### src/rtl/truth_table_sequencer.sv
// truth_table_sequencer: exhaustive sweep of an N_IN-input vector, comparing N_PAIR output pairs per vector.
// Optional TTSEQ_STOP_ON_ERR_EN ends the run at the first mismatching vector.
module truth_table_sequencer #(
  parameter int N_IN   = 4,
  parameter int N_PAIR = 2,
  parameter int DWELL  = 2
) (
  input  logic                  clk,
  input  logic                  rst,
  input  logic                  start_i,
  input  logic                  abort_i,
  input  logic [2*N_PAIR-1:0]   dut_f_i,
  output logic [N_IN-1:0]       vec_out_o,
  output logic                  busy_o,
  output logic                  done_o,
  output logic                  pass_o,
  output logic [N_IN:0]         err_count_o,
  output logic [N_IN-1:0]       first_err_vec_o,
  output logic                  first_err_vld_o
);
  typedef enum logic [1:0] {IDLE, SETTLE, CHECK, FINISH} state_t;
  localparam int CW = $clog2(DWELL + 1);
  localparam logic [N_IN-1:0] VMAX = '1;
  state_t            state_q, state_d;
  logic [CW-1:0]     cnt_q, cnt_d;
  logic [N_IN-1:0]   vec_q, vec_d, fev_q, fev_d;
  logic [N_IN:0]     err_q, err_d;
  logic              fvld_q, fvld_d, pass_q, pass_d;
  logic              mis, fin, settled;
  always_comb begin
    mis = 1'b0;
    for (int k = 0; k < N_PAIR; k++) mis = mis | (dut_f_i[2*k+1] ^ dut_f_i[2*k]);
  end
`ifdef TTSEQ_STOP_ON_ERR_EN
  assign fin = (vec_q == VMAX) || mis;
`else
  assign fin = (vec_q == VMAX);
`endif
  assign settled = (cnt_q == CW'(DWELL - 1));
  always_ff @(posedge clk or posedge rst) begin
    if (rst) begin
      state_q <= IDLE;
      cnt_q   <= '0;
      vec_q   <= '0;
      fev_q   <= '0;
      err_q   <= '0;
      fvld_q  <= 1'b0;
      pass_q  <= 1'b0;
    end else begin
      state_q <= state_d;
      cnt_q   <= cnt_d;
      vec_q   <= vec_d;
      fev_q   <= fev_d;
      err_q   <= err_d;
      fvld_q  <= fvld_d;
      pass_q  <= pass_d;
    end
  end
  always_comb begin
    state_d = state_q;
    case (state_q)
      IDLE:    state_d = start_i ? SETTLE : IDLE;
      SETTLE:  state_d = abort_i ? FINISH : (settled ? CHECK : SETTLE);
      CHECK:   state_d = (abort_i || fin) ? FINISH : SETTLE;
      default: state_d = IDLE;
    endcase
  end
  // abort in CHECK suppresses that vector's compare entirely
  always_comb begin
    cnt_d  = (state_q == SETTLE) ? cnt_q + 1'b1 : '0;
    vec_d  = vec_q;
    fev_d  = fev_q;
    err_d  = err_q;
    fvld_d = fvld_q;
    pass_d = pass_q;
    if (state_q == IDLE && start_i) begin
      vec_d  = '0;
      fev_d  = '0;
      err_d  = '0;
      fvld_d = 1'b0;
      pass_d = 1'b0;
    end else if (state_q == CHECK && !abort_i) begin
      err_d  = mis ? err_q + 1'b1 : err_q;
      fev_d  = (mis && !fvld_q) ? vec_q : fev_q;
      fvld_d = fvld_q | mis;
      vec_d  = fin ? vec_q : vec_q + 1'b1;
      pass_d = fin && !mis && (err_q == '0);
    end else if ((state_q == SETTLE || state_q == CHECK) && abort_i) begin
      pass_d = 1'b0;
    end
  end
  always_comb begin
    busy_o          = (state_q != IDLE);
    done_o          = (state_q == FINISH);
    pass_o          = pass_q;
    vec_out_o       = vec_q;
    err_count_o     = err_q;
    first_err_vec_o = fev_q;
    first_err_vld_o = fvld_q;
  end
endmodule

### config.mk
export PLATFORM = sky130hd
export DESIGN_NAME = truth_table_sequencer
export DESIGN_NICKNAME = d
export VERILOG_FILES = /design/src/rtl/truth_table_sequencer.sv
export SDC_FILE = /design/constraint.sdc
export NUM_CORES = 1
export LEC_CHECK = 0
export CORE_MARGIN = 5
export CORE_UTILIZATION = 45
export CTS_BUF_LIST = sky130_fd_sc_hd__clkbuf_4 sky130_fd_sc_hd__clkbuf_8
export DETAILED_ROUTE_END_ITERATION = 8
export PLACE_DENSITY = 0.75
export SYNTH_ARGS = -nofsm -noshare
export SYNTH_HDL_FRONTEND = slang
export SYNTH_SLANG_ARGS = --single-unit
### constraint.sdc
create_clock -name clk -period 3.9 [get_ports clk]
set_clock_uncertainty 0.15 [all_clocks]
set_input_delay 0.39 -clock clk [delete_from_list [all_inputs] [get_ports clk]]
set_output_delay 0.39 -clock clk [all_outputs]
set_load 0.05 [all_outputs]
==> results of run 1 <==
-- power groups by stage --
stage	sequential [mW]	combinational, mW	clock [mW]
after floorplan	0.351	0.208	0
after global placement	0.281	0.377	0
after global routing	0.288	0.416	0.113
final	0.278	0.381	0.101
after CTS	0.279	0.384	0.106
after detailed placement	0.283	0.382	0
-- state kept, by name, summed over array words and instances, names as in the netlist --
register / cells
err_count_o: 5
first_err_vld_o: 1
pass_o: 1
state_q: 2
cnt_q: 2
vec_out_o: 4
first_err_vec_o: 4
-- per-stage QoR --
step	util, %	cell area (um^2)
after floorplan	-	1120
after global placement	56.6	1380
after detailed placement	56.6	1380
after CTS	57.7	1400
after global routing	57.7	1400
final	57.7	1400
-- cell families after synthesis --
logic type | after synthesis | synth area share, %
simple gates | 41 | 18.8
flops | 19 | 42.5
fa+ha+maj | 9 | 10.1
buf+inv | 12 | 4.81
xor+xnor | 2 | 2.91
mux | 10 | 8.95
compound gates | 17 | 12.0
-- layout by cell type, fill, tap and decap left out, types with 2 or more instances in the layout --
| cell | count |
|---|---|
| nor2b_1 | 3 |
| o21ai_1 | 4 |
| mux2i_1 | 10 |
| dfrtp_1 | 19 |
| a211oi_1 | 2 |
| nand2b_1 | 4 |
| a21oi_1 | 4 |
| inv_1 | 9 |
| ha_1 | 9 |
| clkdlybuf4s50_1 | 24 |
| nand3_1 | 7 |
| nand2_1 | 18 |
| o21ai_0 | 3 |
| xnor2_2 | 2 |
| clkbuf_4 | 3 |
-- worst paths after layout --
check                               end  slack, ns  depth (start not counted)
max reg2reg                vec_out_o[3]       2.10                          5
min reg2reg                    cnt_q[0]       0.29                          1
min in group asynchronous        pass_o       0.34                          2
max in group asynchronous      cnt_q[0]       2.80                          2
min                            cnt_q[0]       0.29                          1
max                              busy_o       1.50                          4
-- worst max-delay path: stages (launching register included) --
cell and delay, ns:
dfrtp_1 0.42, inv_1 0.08, ha_1 0.22, inv_1 0.06
clkdlybuf4s50_1 0.79
-- routing by layer --
layer / routed length (um) / up-vias / GRT usage, %
met2: 959 / 25 / 20.8
met1: 991 / 403 / 16.2
met5: 0 / - / 0
met3: 113 / 5 / 2.38
met4: 51 / 0 / 7.59
li1: - / 422 / -
-- final cells by class --
class	count	area, um^2
clock buffer	3	22.5
multi-input combinational	79	589
sequential	19	475
tap	30	37.5
timing repair buffer	24	240
clock inverter	1	5.00
fill	216	1030
inverter	9	33.8
==> impl_metrics.py, run 1 <==
metrics = {
    "critical_path": {
        "critPathLaunch": "state_q[0]",
        "critPathArrivalTime_ns": 1.86,
        "path_max_fanout": 4,
        "start_kind": "register",
        "end_kind": "output port",
        "worstReg2RegStart": "state_q[0]",
        "crit_type": "register to output port",
        "required_ns": 3.36,
    },
    "pwr": {
        "power.switching_uw": 347,
        "ir_drop_mv": 0.397,
        "swShare_pct": 45.7,
        "combPwrFrac_pct": 50.1,
        "p_total_uw": 760,
        "leakage_nw": 0.599,
        "p_per_area_nw_per_um2": 541,
        "clock_power_share_pct": 13.3,
        "seqPwrFrac_pct": 36.6,
        "internal_power_uw": 413,
    },
    "drt": {
        "finalWirelength_um": 2120,
        "detail_route.first_pass.iterations": 4,
        "drtIter0Drc": 25,
        "wl_per_cell_um": 12.8,
        "viasPerCell": 5.18,
        "postRouteAntennaNets": 0,
        "drc_errors": 0,
        "num_vias": 855,
    },
    "clocking": {
        "cts_num_sinks": 19,
        "clk_latency_ns": 0.30,
        "cts_max_level": 1,
        "cts_tree": "yes",
        "cts_root_buffer": "clkbuf_4",
        "postCtsSetupBuffers": 0,
        "numCtsBuffers": 3,
        "clock_path_buffers": 2,
        "cts.clk_slew.worst_paths_ns": 0.11,
        "cts_resized": 0,
        "holdBufCountCts": 0,
    },
    "sta": {
        "worst_pin_slew_ns": 0.716,
        "finalCriticalPeriod_ns": 2.40,
        "whs_ns": 0.287,
        "finalHoldViolCount": 0,
        "drv_slew": 0,
        "rsz0062_at_grt": "false",
        "post-route-period-util_pct": 61.5,
        "setup_tns_ns": 0,
        "slew_headroom_pct": 52.2,
        "fmax_mhz": 417,
        "finalSetupViolations": 0,
        "fin_ws_ns": 1.50,
    },
    "logic_synthesis": {
        "ys_async_sr_fraction_pct": 100,
        "syn_avg_cell_area_um2": 10.2,
        "syn-num-nets": 127,
        "yosys_warnings": 0,
        "netlist_instances": 110,
        "synth_common_cells": "19 x dfrtp_1, 18 x nand2_1, 10 x mux2i_1",
        "synthTopCellsByArea": "dfrtp_1 43%, ha_1 10%, mux2i_1 8.9%",
        "synth_ff_type": "dfrtp_1",
        "synth_top_area_cell": "dfrtp_1",
        "synth_seq_cells": 19,
        "synth_top_area_share_pct": 42.5,
        "syn_area_um2": 1120,
        "yosysSeqAreaShare_pct": 42.5,
        "synth_cell_type_count": 29,
        "synth_edf_count": 0,
        "synth.most_common_cell": "dfrtp_1",
    },
    "final_layout": {
        "drive_above_1_share_pct": 7.41,
        "layout.nets": 153,
        "antenna_cells": 0,
        "areaGrowthSynthToFinish_pct": 25.5,
        "fin_cells": 165,
    },
    "die": {
        "rows": 18,
        "initial_utilization_pct": 46.0,
        "die_h_um": 59.9,
        "ios": 25,
        "die_w_um": 59.9,
        "core_area_um2": 2430,
        "die-area_um2": 3580,
    },
    "global_route": {
        "grt_max_degree": 23,
        "grt_usage_pct": 13.0,
        "grt_pass1_wl_um": 3480,
        "grt-ovfl-total": 0,
        "antenna_found_initial": 0,
        "grt_pass1_vias": 811,
    },
    "placement": {
        "place_congestion": 0.793,
        "dpl_worst_slack_ns": 1.83,
        "io_buffers": 24,
        "hpwl_um": 1610,
        "dp_cells": 161,
    },
    "worst_hold_path": {
        "min_path_type": "register to register",
        "worstHoldStart": "cnt_q[0]",
    },
    "flow_run": {
        "maxCapViolations": 0,
    },
    "status": {
        "status": "finished, final reports clean",
    },
}
(Power assumes the default switching activity.)
==> run 2, diff against run 1 <==
clock period = 2.5 ns   (was 3.9 ns; I/O delays follow)
==> impl_metrics.py, run 2 (synthesis results as in run 1) <==
metrics = {
    "drt": {
        "viasPerCell": 5.10,
        "drtIter0Drc": 27,
        "finalWirelength_um": 2100,
        "detail_route.first_pass.iterations": 4,
        "wl_per_cell_um": 12.7,
        "num_vias": 842,
        "drc_errors": 0,
        "postRouteAntennaNets": 0,
    },
    "global_route": {
        "grt_pass1_vias": 843,
        "grt-ovfl-total": 0,
        "grt_max_degree": 23,
        "grt_pass1_wl_um": 3590,
        "antenna_found_initial": 0,
        "grt_usage_pct": 13.3,
    },
    "final_layout": {
        "antenna_cells": 0,
        "layout.nets": 153,
        "areaGrowthSynthToFinish_pct": 25.5,
        "final_common_cell": "clkdlybuf4s50_1",
        "layout_common_cells": "24 x clkdlybuf4s50_1, 19 x dfrtp_1, 18 x nand2_1",
        "multiInputGateArea_um2": 589,
        "fillers": 218,
        "largest_reg_flops": 5,
        "drive_above_1_share_pct": 7.41,
        "fin_area_um2": 1400,
        "layout.area.seq_um2": 475,
    },
    "sta": {
        "slew_headroom_pct": 51.5,
        "worst_pin_slew_ns": 0.727,
        "whs_ns": 0.206,
        "finalCriticalPeriod_ns": 2.26,
        "finalHoldViolCount": 0,
        "rsz0062_at_grt": "false",
        "drv_slew": 0,
        "fmax_mhz": 442,
        "fin_ws_ns": 0.240,
        "post-route-period-util_pct": 90.4,
        "setup_tns_ns": 0,
        "finalSetupViolations": 0,
    },
    "critical_path": {
        "required_ns": 2.10,
        "critPathArrivalTime_ns": 1.86,
        "path_max_fanout": 4,
        "crit_path_top_delay_cell": "clkdlybuf4s50_1",
        "start_kind": "register",
        "crit_type": "register to output port",
        "max_stage_delay_ns": 0.79,
        "critPathMostFrequentCell": "inv_1",
        "crit_chain": "inv_1, ha_1, inv_1, clkdlybuf4s50_1",
        "cp_top_family": "buffers and inverters",
        "critPathBufInv": 3,
        "end_kind": "output port",
    },
    "pwr": {
        "ir_drop_mv": 0.634,
        "p_per_area_nw_per_um2": 846,
        "leakage_nw": 0.599,
        "p_total_mw": 1.19,
    },
    "clocking": {
        "postCtsSetupBuffers": 0,
        "cts.clk_slew.worst_paths_ns": 0.12,
        "cts_tree": "yes",
        "cts_max_level": 1,
        "cts_root_buffer": "clkbuf_4",
        "cts_num_sinks": 19,
        "clk_latency_ns": 0.30,
        "clock_path_buffers": 2,
        "cts_resized": 0,
        "numCtsBuffers": 3,
        "holdBufCountCts": 0,
    },
    "die": {
        "die_w_um": 59.9,
        "core_area_um2": 2430,
        "rows": 18,
        "die_h_um": 59.9,
        "initial_utilization_pct": 46.0,
        "die-area_um2": 3580,
        "ios": 25,
    },
    "placement": {
        "dpl_worst_slack_ns": 0.573,
        "dpl_cell_area_um2": 1380,
        "place_congestion": 0.793,
        "io_buffers": 24,
        "hpwl_um": 1620,
    },
    "worst_hold_path": {
        "min_path_type": "primary input to asynchronous set/reset pin",
    },
    "flow_run": {
        "maxCapViolations": 0,
    },
    "status": {
        "status": "finished, final reports clean",
    },
}
-- run 2: cell type report --
cell class	count	share of cell area (%)
flip-flops and latches	19	33.9
inverters	9	2.41
repair buffers	24	17.1
well taps	30	2.67
clock buffers	3	1.60
multi-input cells	79	42.0
clock inverters	1	0.357
-- run 2: metal layers --
layer,part of all wire (%),vias up,global-route usage [%],wire (um)
met5,0,-,0,0
met4,1.3,0,7.59,27
met3,4.8,2,2.59,100
met2,46,19,21.5,969
met1,48,401,16.5,1000
li1,-,420,-,-
-- run 2: final timing paths --
kind / from / end / slack [ns] / cells after the start
max in group asynchronous: rst / state_q[1] / 1.53 / 2
hold / removal: rst / pass_o / 0.21 / 2
hold reg to reg: cnt_q[0] / cnt_q[0] / 0.30 / 1
min in group clk: cnt_q[0] / cnt_q[0] / 0.30 / 1
setup reg to reg: state_q[0] / vec_out_o[3] / 0.64 / 5
setup / recovery: state_q[0] / busy_o / 0.24 / 4
-- run 2: through the flow --
step	cells	util, %
after floorplan	110	-
after global placement	161	56.6
after detailed placement	161	56.6
after CTS	165	57.7
after global routing	165	57.7
final	165	57.7
-- run 2: where the power goes --
part / switching (mW) / internal (mW)
logic: 0.380 / 0.215
registers: 0.0660 / 0.370
clock network: 0.0969 / 0.0595
total: 0.543 / 0.644
